**src/rtl/dsp_scaler_capture.sv**
```systemverilog
// ---------------------------------------------------------------------------
// dsp_scaler_capture
//
// Captures interval counts from an upstream timed counter, forwards them on a
// single-entry AXI4-Stream-style output, and keeps running statistics
// (maximum and a 2^AVG_LOG2-sample windowed mean) over every captured count.
//
// Parameters
//   MODE      "NORMAL"      : count_valid_in is a 1-cycle flag; every cycle
//                             with it high is a capture.
//             "ACKNOWLEDGE" : count_valid_in is a level held until the
//                             upstream counter is restarted through ack_out.
//   AVG_LOG2  0..7, averaging window is 2^AVG_LOG2 captures.
//
// Ports
//   clk             single clock for all logic
//   rst_n           asynchronous active-low reset, released synchronously
//   count_in        interval count (25 bits, 2^24 is an ordinary value)
//   count_valid_in  count_in is valid (pulse or level, see MODE)
//   ack_out         registered restart pulse to the upstream counter
//   cnt_tdata       captured count on the output stream
//   cnt_tvalid      output stream valid
//   cnt_tready      output stream ready
//   max_out         largest count since the last clear
//   avg_out         mean of the last completed window
//   avg_valid       1-cycle strobe when avg_out is updated
//   drop_count      saturating count of captures lost to stream backpressure
//   stat_clr        synchronous clear of max, accumulator, sample counter and
//                   drop_count; the stream and the capture FSM ignore it
// ---------------------------------------------------------------------------
module dsp_scaler_capture #(
    parameter string MODE     = "NORMAL",
    parameter int    AVG_LOG2 = 4,
    localparam int   DATA_W   = 25
) (
    input  logic              clk,
    input  logic              rst_n,
    input  logic [DATA_W-1:0] count_in,
    input  logic              count_valid_in,
    output logic              ack_out,
    output logic [DATA_W-1:0] cnt_tdata,
    output logic              cnt_tvalid,
    input  logic              cnt_tready,
    output logic [DATA_W-1:0] max_out,
    output logic [DATA_W-1:0] avg_out,
    output logic              avg_valid,
    output logic [7:0]        drop_count,
    input  logic              stat_clr
);

    localparam bit ACK_MODE = (MODE == "ACKNOWLEDGE");

    // The accumulator must hold the sum of a full window without wrapping.
    localparam int ACC_W  = DATA_W + AVG_LOG2;

    // A zero-width sample counter is not legal, so AVG_LOG2=0 keeps one bit
    // that never leaves 0 (every capture completes the window).
    localparam int SCNT_W = (AVG_LOG2 > 0) ? AVG_LOG2 : 1;
    localparam logic [SCNT_W-1:0] SCNT_LAST = SCNT_W'((1 << AVG_LOG2) - 1);

    typedef enum logic [1:0] {
        IDLE     = 2'd0,
        ACK      = 2'd1,
        ACK_WAIT = 2'd2
    } state_t;

    state_t state;
    state_t state_nxt;

    logic              capture_p0;
    logic              stream_free_p0;
    logic              drop_p0;
    logic              win_done_p0;
    logic [ACC_W-1:0]  acc_sum_p0;

    logic [ACC_W-1:0]  acc;
    logic [SCNT_W-1:0] scnt;

    // Drop counter saturates rather than wrapping so a long stall is visible.
    function automatic logic [7:0] sat_inc8(input logic [7:0] v);
        return (v == 8'hFF) ? v : v + 8'd1;
    endfunction

    // Window mean: the sum of 2^AVG_LOG2 samples shifted down, truncated.
    function automatic logic [DATA_W-1:0] window_mean(input logic [ACC_W-1:0] s);
        return DATA_W'(s >> AVG_LOG2);
    endfunction

    // ---- stage p0: capture decision (combinational on this cycle's inputs)
    always_comb begin
        state_nxt  = state;
        capture_p0 = 1'b0;
        if (!ACK_MODE) begin
            state_nxt  = IDLE;
            capture_p0 = count_valid_in;
        end else begin
            case (state)
                IDLE: begin
                    if (count_valid_in) begin
                        capture_p0 = 1'b1;
                        state_nxt  = ACK;
                    end
                end
                ACK: begin
                    state_nxt = ACK_WAIT;
                end
                ACK_WAIT: begin
                    // The upstream counter drops its level once it has seen
                    // the restart; only then may a new level be captured.
                    if (!count_valid_in) begin
                        state_nxt = IDLE;
                    end
                end
                default: begin
                    state_nxt = IDLE;
                end
            endcase
        end
    end

    // The single output slot is free when empty or being drained this cycle,
    // which lets a capture coincide with a handshake without dropping.
    assign stream_free_p0 = !cnt_tvalid || cnt_tready;
    assign drop_p0        = capture_p0 && !stream_free_p0;

    assign acc_sum_p0  = acc + ACC_W'(count_in);
    assign win_done_p0 = (scnt == SCNT_LAST);

    // ---- stage p1: registered results, visible the cycle after capture
    always_ff @(posedge clk or negedge rst_n) begin
        if (!rst_n) begin
            state   <= IDLE;
            ack_out <= 1'b0;
        end else begin
            state   <= state_nxt;
            ack_out <= ACK_MODE && capture_p0;
        end
    end

    always_ff @(posedge clk or negedge rst_n) begin
        if (!rst_n) begin
            cnt_tvalid <= 1'b0;
            cnt_tdata  <= '0;
        end else if (capture_p0 && stream_free_p0) begin
            cnt_tvalid <= 1'b1;
            cnt_tdata  <= count_in;
        end else if (cnt_tready) begin
            cnt_tvalid <= 1'b0;
        end
    end

    always_ff @(posedge clk or negedge rst_n) begin
        if (!rst_n) begin
            drop_count <= '0;
        end else if (stat_clr) begin
            drop_count <= '0;
        end else if (drop_p0) begin
            drop_count <= sat_inc8(drop_count);
        end
    end

    // Statistics see every capture, including ones dropped from the stream.
    // stat_clr wins over a coincident capture, and leaves avg_out untouched.
    always_ff @(posedge clk or negedge rst_n) begin
        if (!rst_n) begin
            max_out   <= '0;
            avg_out   <= '0;
            avg_valid <= 1'b0;
            acc       <= '0;
            scnt      <= '0;
        end else if (stat_clr) begin
            max_out   <= '0;
            avg_valid <= 1'b0;
            acc       <= '0;
            scnt      <= '0;
        end else begin
            avg_valid <= 1'b0;
            if (capture_p0) begin
                if (count_in > max_out) begin
                    max_out <= count_in;
                end
                if (win_done_p0) begin
                    avg_out   <= window_mean(acc_sum_p0);
                    avg_valid <= 1'b1;
                    acc       <= '0;
                    scnt      <= '0;
                end else begin
                    acc  <= acc_sum_p0;
                    scnt <= scnt + 1'b1;
                end
            end
        end
    end

endmodule

```
**config.mk**
```make
export PLATFORM = sky130hd
export DESIGN_NAME = dsp_scaler_capture
export DESIGN_NICKNAME = d
export VERILOG_FILES = /design/src/rtl/dsp_scaler_capture.sv
export SDC_FILE = /design/constraint.sdc
export NUM_CORES = 1
export LEC_CHECK = 0
export CORE_MARGIN = 2
export CORE_UTILIZATION = 35
export DETAILED_ROUTE_END_ITERATION = 6
export PLACE_DENSITY = 0.62
export SETUP_SLACK_MARGIN = 0.3
export SYNTH_ARGS = -nofsm -noshare
export SYNTH_HDL_FRONTEND = slang
export SYNTH_SLANG_ARGS = --single-unit
```
**constraint.sdc**
```tcl
create_clock -name clk -period 3.1 [get_ports clk]
set_clock_uncertainty 0.2 [all_clocks]
set_input_delay 0.62 -clock clk [delete_from_list [all_inputs] [get_ports clk]]
set_output_delay 0.62 -clock clk [all_outputs]
set_load 0.1 [all_outputs]
```
==> flow_summary.json, run 1 <==
{
  "synth_xor_area_share_pct": 3.75,
  "syn_area_mm2": 0.00677,
  "grt_max_degree": 51,
  "r2r-start": "acc[0]$_DFFE_PN0P_",
  "max_freq_mhz": 365,
  "wl_per_cell_um": 16.9,
  "p_leak_uw": 0.00467,
  "register_area_mm2": 0.00301,
  "synth_top_area_cell": "dfrtp_1",
  "via_per_inst": 4.98,
  "io_buffers": 114,
  "tritoncts": "yes",
  "first_pass_iters": 4,
  "r2r-end": "avg_out[16]$_DFFE_PN0P_",
  "fp-row-count": 50,
  "fp.dieH_um": 143,
  "antenna_cells": 0,
  "timing.critical_path.from_type": "flip-flop",
  "clkLatencyLatePin_ns": 0.42,
  "ios": 116,
  "vias": 5872,
  "dieWidth_um": 143,
  "peakVddDrop_v": 0.000419,
  "clockRootBuffer": "clkbuf_16",
  "yosysWarningCount": 0,
  "synth-seq-cells": 118,
  "clk_path_buf_depth": 2,
  "nets": 988,
  "layout_worst_path_cycle_share_pct": 88.4,
  "ff2ff_path_depth": 11,
  "power_density_mw_per_mm2": 593,
  "setup.worst_path.start": "acc[0]$_DFFE_PN0P_",
  "final_layout_size_suffix_gt1_share_pct": 38.9,
  "drc": 0,
  "syn_nets": 763,
  "synthCells": 680,
  "synth_ff_type": "dfrtp_1",
  "grt_pass1_vias": 5924,
  "ant_nets": 0,
  "crit_end": "avg_out[16]$_DFFE_PN0P_",
  "place_congestion": 0.889,
  "drv_slew": 0,
  "antenna_found_initial": 0,
  "synthArstFlopShare_pct": 100,
  "htreeDepth": 4,
  "cts_sinks": 118,
  "gr-usage-all-layers_pct": 20.5,
  "hpwl_mm": 14.6,
  "drt_iter0_drc": 311,
  "core-area_mm2": 0.0188,
  "synth_mux_area_share_pct": 10.4,
  "yosys.area_share.adder_pct": 9.91,
  "yosys.area_share.simple_pct": 13.8,
  "required_ns": 3.21,
  "cts_buffers": 17,
  "multiInputGateArea_mm2": 0.00393,
  "crit_type": "flip-flop to flip-flop",
  "fillCellCount": 1757,
  "area_growth_pct": 45.4,
  "gr-total-overflow": 0,
  "setup_viol": 0,
  "synth-edff-count": 0,
  "syn_avg_cell_area_um2": 9.96,
  "status": "finished clean",
  "reg2reg_setup_slack_ns": 0.36,
  "initial_core_util_pct": 36.0,
  "cp_max_fo": 3,
  "synth.area.top_cells": "dfrtp_1 44%, ha_1 9.6%, mux2_2 6.0%, mux2i_1 4.4%, nand2_1 3.8%",
  "dieArea_mm2": 0.0205,
  "p_total_uw": 5830,
  "maxCapViolCount": 0,
  "seq_area_frac_synth_pct": 43.6,
  "synth_top_area_share_pct": 43.6,
  "rsz0062_at_grt": "true",
  "wirelength_mm": 19.9,
  "synth.distinct_cells": 56,
  "hold_viol_final": 0,
  "critPathArrivalTime_ns": 2.85,
  "final.setup.tns_ns": 0,
  "period_needed_ns": 2.74,
  "synth_top_family_by_area": "compound AO/OA/AOI/OAI gates",
  "grt_first_pass_wirelength_mm": 32.2,
  "critPathCaptureType": "flip-flop",
  "clk_pin_slew_worst_paths_ns": 0.06,
  "min_path_type": "flip-flop to flip-flop",
  "synth-compound-area-share_pct": 14.2
}
-- what timing repair did --
item,4_1_cts,5_1_grt
hold buffers,1,0
setup endpoints to repair,58,54
pin swaps,19,26
hold endpoints to repair,30,0
gates resized for setup,61,40
setup buffers,8,7
-- state kept, by name, indices dropped and copies added (netlist names) --
register,flops
avg_valid,1
scnt,4
cnt_tvalid,1
acc,29
max_out,25
drop_count,8
avg_out,25
cnt_tdata,25
-- placed cells by master, fill, tap and decap left out, types with 12 or more instances in the layout --
cell type      count
a21oi_1           34
a22o_1            19
buf_4            202
clkbuf_16         17
dfrtp_1           94
dfrtp_2           13
dlygate4sd2_1     17
ha_1              33
ha_4              16
inv_1             30
mux2_2            35
mux2i_1           29
nand2_1           66
nand4_1           19
nor2_1            56
o21ai_0           33
xnor2_1           12
xor2_1            14
-- report_power, final --
part	total [uW]	internal [uW]	switching (uW)
combinational	2170	831	1340
clock	1870	1160	707
sequential	1790	1680	108
total	5830	3670	2160
-- Yosys cell counts, drive strengths merged (2+ instances only) --
cell	instances
or3	3
nand2b	5
nor4	3
o211ai	5
a211oi	5
a21oi	38
or4	4
and2	4
a22o	19
dfrtp	118
nor3	9
a21o	6
nand3b	2
xnor2	13
mux2	36
xor2	16
o2111ai	2
nand4	20
and3	6
inv	34
nor2b	4
clkbuf	26
o21ai	40
nand2	68
buf	7
a221oi	4
a31oi	8
ha	52
nor2	58
nand3	11
mux2i	30
o21a	4
o21bai	3
-- logic make-up after synthesis --
family	after synthesis
compound gates	146
xor+xnor	29
fa+ha+maj	53
buf+inv	67
flops	118
mux	66
other cells	1
simple gates	200
-- worst max-delay path, cell delays in order (launching register included) --
cell and delay, ns:
dfrtp_1 0.39, ha_4 0.15, inv_2 0.04, fa_2 0.39, nor2b_4 0.16, o2111ai_4 0.15, a21oi_2 0.21, o211ai_1 0.20
buf_4 0.21, o21ai_4 0.17, xor2_2 0.10, mux2_2 0.26
-- layer usage --
layer	GRT usage [%]	vias up	part of all wire [%]
li1	-	2892	-
met1	27.8	2834	47
met2	33.2	120	48
met3	3.35	26	3.4
met4	7.24	0	2.0
met5	0	-	0
-- worst min-delay path by stage --
stage,startpoint,cells past startpoint,slack (ns),to
3_5_place_dp,avg_out[9]$_DFFE_PN0P_,2,0.27,avg_out[9]$_DFFE_PN0P_
5_1_grt,avg_out[17]$_DFFE_PN0P_,2,0.31,avg_out[17]$_DFFE_PN0P_
6_report,cnt_tdata[0]$_DFFE_PN0P_,2,0.28,cnt_tdata[0]$_DFFE_PN0P_
3_3_place_gp,avg_out[9]$_DFFE_PN0P_,2,0.27,avg_out[9]$_DFFE_PN0P_
2_1_floorplan,rst_n,0,0.12,acc[0]$_DFFE_PN0P_
4_1_cts,avg_out[17]$_DFFE_PN0P_,2,0.29,avg_out[17]$_DFFE_PN0P_
-- through the flow --
stage	std cells	hold slack, ns	instance area, um^2	setup slack, ns	util, %
after floorplan	680	0.124	6850	0.264	-
after global placement	1130	0.266	8800	-0.531	46.7
after detailed placement	1130	0.269	8800	-0.582	46.7
after CTS	1171	0.285	9610	0.298	51.0
after global routing	1178	0.307	9840	0.247	52.3
final	1178	0.276	9840	0.359	52.3
-- cell type report --
class,instances,share of cell area [%]
clock buffer,24,4.89
clock inverter,8,0.750
inverter,34,1.32
multi-input combinational,495,39.9
sequential,118,30.6
tap,260,3.30
timing repair buffer,239,19.2
Power figures use the tool's default switching activity.
==> run 2, diff against run 1 <==
Settings changed: CORE_UTILIZATION 35 to 31, GPL_TIMING_DRIVEN from default to 0, PLACE_DENSITY 0.62 to 0.56, SETUP_SLACK_MARGIN 0.3 to default.
==> flow_summary.json, run 2 (same netlist as run 1, synthesis figures left out) <==
{
  "fillCellCount": 2164,
  "grt_max_degree": 68,
  "io_buffers": 113,
  "cp_num_buf_inv": 4,
  "gr-usage-all-layers_pct": 17.2,
  "worst_pin_slew_ns": 1.03,
  "fp.dieH_um": 152,
  "holdWs_ns": -0.00254,
  "mostFrequentLayoutCell": "dfrtp_1",
  "fin_cells": 1111,
  "critPathArrivalTime_ns": 3.15,
  "largest_register": "acc",
  "dieArea_mm2": 0.0230,
  "reg2reg_setup_slack_ns": 0.18,
  "placed_cells": 1074,
  "nets": 901,
  "fp-row-count": 54,
  "rsz0062_at_grt": "true",
  "antenna_cells": 0,
  "area_growth_pct": 34.4,
  "critical_path.most_common_cell": "buf_4",
  "cts_sinks": 118,
  "grt_pass1_vias": 5404,
  "hold_viol_final": 3,
  "largest_reg_flops": 29,
  "cts_buffers": 17,
  "core-area_mm2": 0.0216,
  "layout_common_cells": "106 x dfrtp_1, 97 x clkdlybuf4s50_1, 68 x nand2_1, 58 x nor2_1, 45 x ha_1",
  "wl_per_cell_um": 17.2,
  "fin_area_mm2": 0.00910,
  "drt_iter0_drc": 267,
  "antenna_found_initial": 0,
  "ios": 116,
  "setup_viol": 0,
  "cp_max_fo": 3,
  "htreeDepth": 4,
  "worstPathCellList": "clkdlybuf4s15_1, ha_2, inv_1, fa_1, nor2b_2, o2111ai_2, a21oi_2, o211ai_1, buf_4, buf_4, o21bai_1, xor2_1, mux2_2",
  "dieWidth_um": 152,
  "timing.critical_path.from_type": "input pin",
  "clkLatencyLatePin_ns": 0.42,
  "initial_core_util_pct": 31.3,
  "critPathCaptureType": "flip-flop",
  "clk_path_buf_depth": 2,
  "peakVddDrop_v": 0.000339,
  "via_per_inst": 4.97,
  "r2r-start": "acc[0]$_DFFE_PN0P_",
  "first_pass_iters": 4,
  "final.setup.tns_ns": 0,
  "p_leak_uw": 0.00409,
  "wirelength_mm": 19.1,
  "cpPeakStageDelay_ns": 0.41,
  "crit_family": "compound AO/OA/AOI/OAI gates",
  "status": "finished, violations left",
  "ctsHoldBuffers": 0,
  "hpwl_mm": 14.0,
  "required_ns": 3.21,
  "period_needed_ns": 3.04,
  "vias": 5519,
  "slowest_stage": "fa_1",
  "grt_first_pass_wirelength_mm": 30.0,
  "min_path_type": "input pin to asynchronous set/reset pin",
  "ant_nets": 0,
  "place_congestion": 0.870,
  "crit_type": "input pin to flip-flop",
  "violations": "negative hold slack",
  "clockRootBuffer": "clkbuf_16",
  "maxCapViolCount": 0,
  "tritoncts": "yes",
  "final_layout_size_suffix_gt1_share_pct": 14.0,
  "relSlewSlack_pct": 31.3,
  "gr-total-overflow": 0,
  "layout_worst_path_cycle_share_pct": 98.1,
  "r2r-end": "avg_out[12]$_DFFE_PN0P_",
  "max_freq_mhz": 329,
  "clk_pin_slew_worst_paths_ns": 0.06,
  "power_density_mw_per_mm2": 626,
  "placed_area_mm2": 0.00830,
  "drc": 0,
  "drv_slew": 0,
  "ff2ff_path_depth": 12
}
-- run 2: layout make-up --
class | count | area [um^2] | area share [%]
tap | 280 | 350 | 3.85
inverter | 34 | 128 | 1.40
clock inverter | 9 | 124 | 1.36
multi-input combinational | 495 | 3670 | 40.3
clock buffer | 23 | 478 | 5.25
sequential | 118 | 2970 | 32.6
timing repair buffer | 123 | 1230 | 13.5
buffer | 29 | 148 | 1.62
-- run 2: where the power goes --
| group | leakage (uW) | switching (uW) | internal, uW |
|---|---|---|---|
| clock network | 0.000301 | 736 | 1320 |
| registers | 0.00154 | 88.3 | 1680 |
| logic | 0.00225 | 1270 | 594 |
-- run 2: through the flow --
step	util, %	worst slack [ns]	total power [uW]
after floorplan	-	0.00433	3090
after global placement	38.2	-4.24	3560
after detailed placement	38.4	-1.07	3580
after CTS	41.6	0.00663	5670
after global routing	42.1	-0.0804	5960
final	42.1	0.0574	5690
-- run 2: worst max path at each step --
stage	to	cells after the start	from	slack (ns)
floorplan	max_out[10]$_DFFE_PN0P_	10	max_out[12]$_DFFE_PN0P_	0.004
global placement	max_out[19]$_DFFE_PN0P_	1	rst_n	-4.24
detailed placement	avg_out[16]$_DFFE_PN0P_	11	count_in[0]	-1.07
CTS	max_out[22]$_DFFE_PN0P_	11	count_in[19]	0.007
global route	avg_out[12]$_DFFE_PN0P_	13	count_in[0]	-0.08
finish	avg_out[12]$_DFFE_PN0P_	13	count_in[0]	0.06
-- run 2: layer usage --
layer | global-route usage (%) | part of all wire (%) | vias up
met3 | 4.31 | 5.7 | 10
li1 | - | - | 2712
met4 | 4.63 | 0.69 | 0
met5 | 0 | 0 | -
met1 | 24.1 | 49 | 2668
met2 | 26.3 | 45 | 129
-- run 2: timing repair --
action | 4_1_cts | 5_1_grt
pin swaps | 7 | 4
setup endpoints to repair | 49 | 55
setup buffers | 8 | 1
cloned | 0 | 0
gates resized for setup | 17 | 26
==> run 3, diff against run 2 <==
Settings changed: SLEW_MARGIN from default to 5.
==> results of run 3 <==
The final DEF is identical to that of run 2; final timing and power are the same.
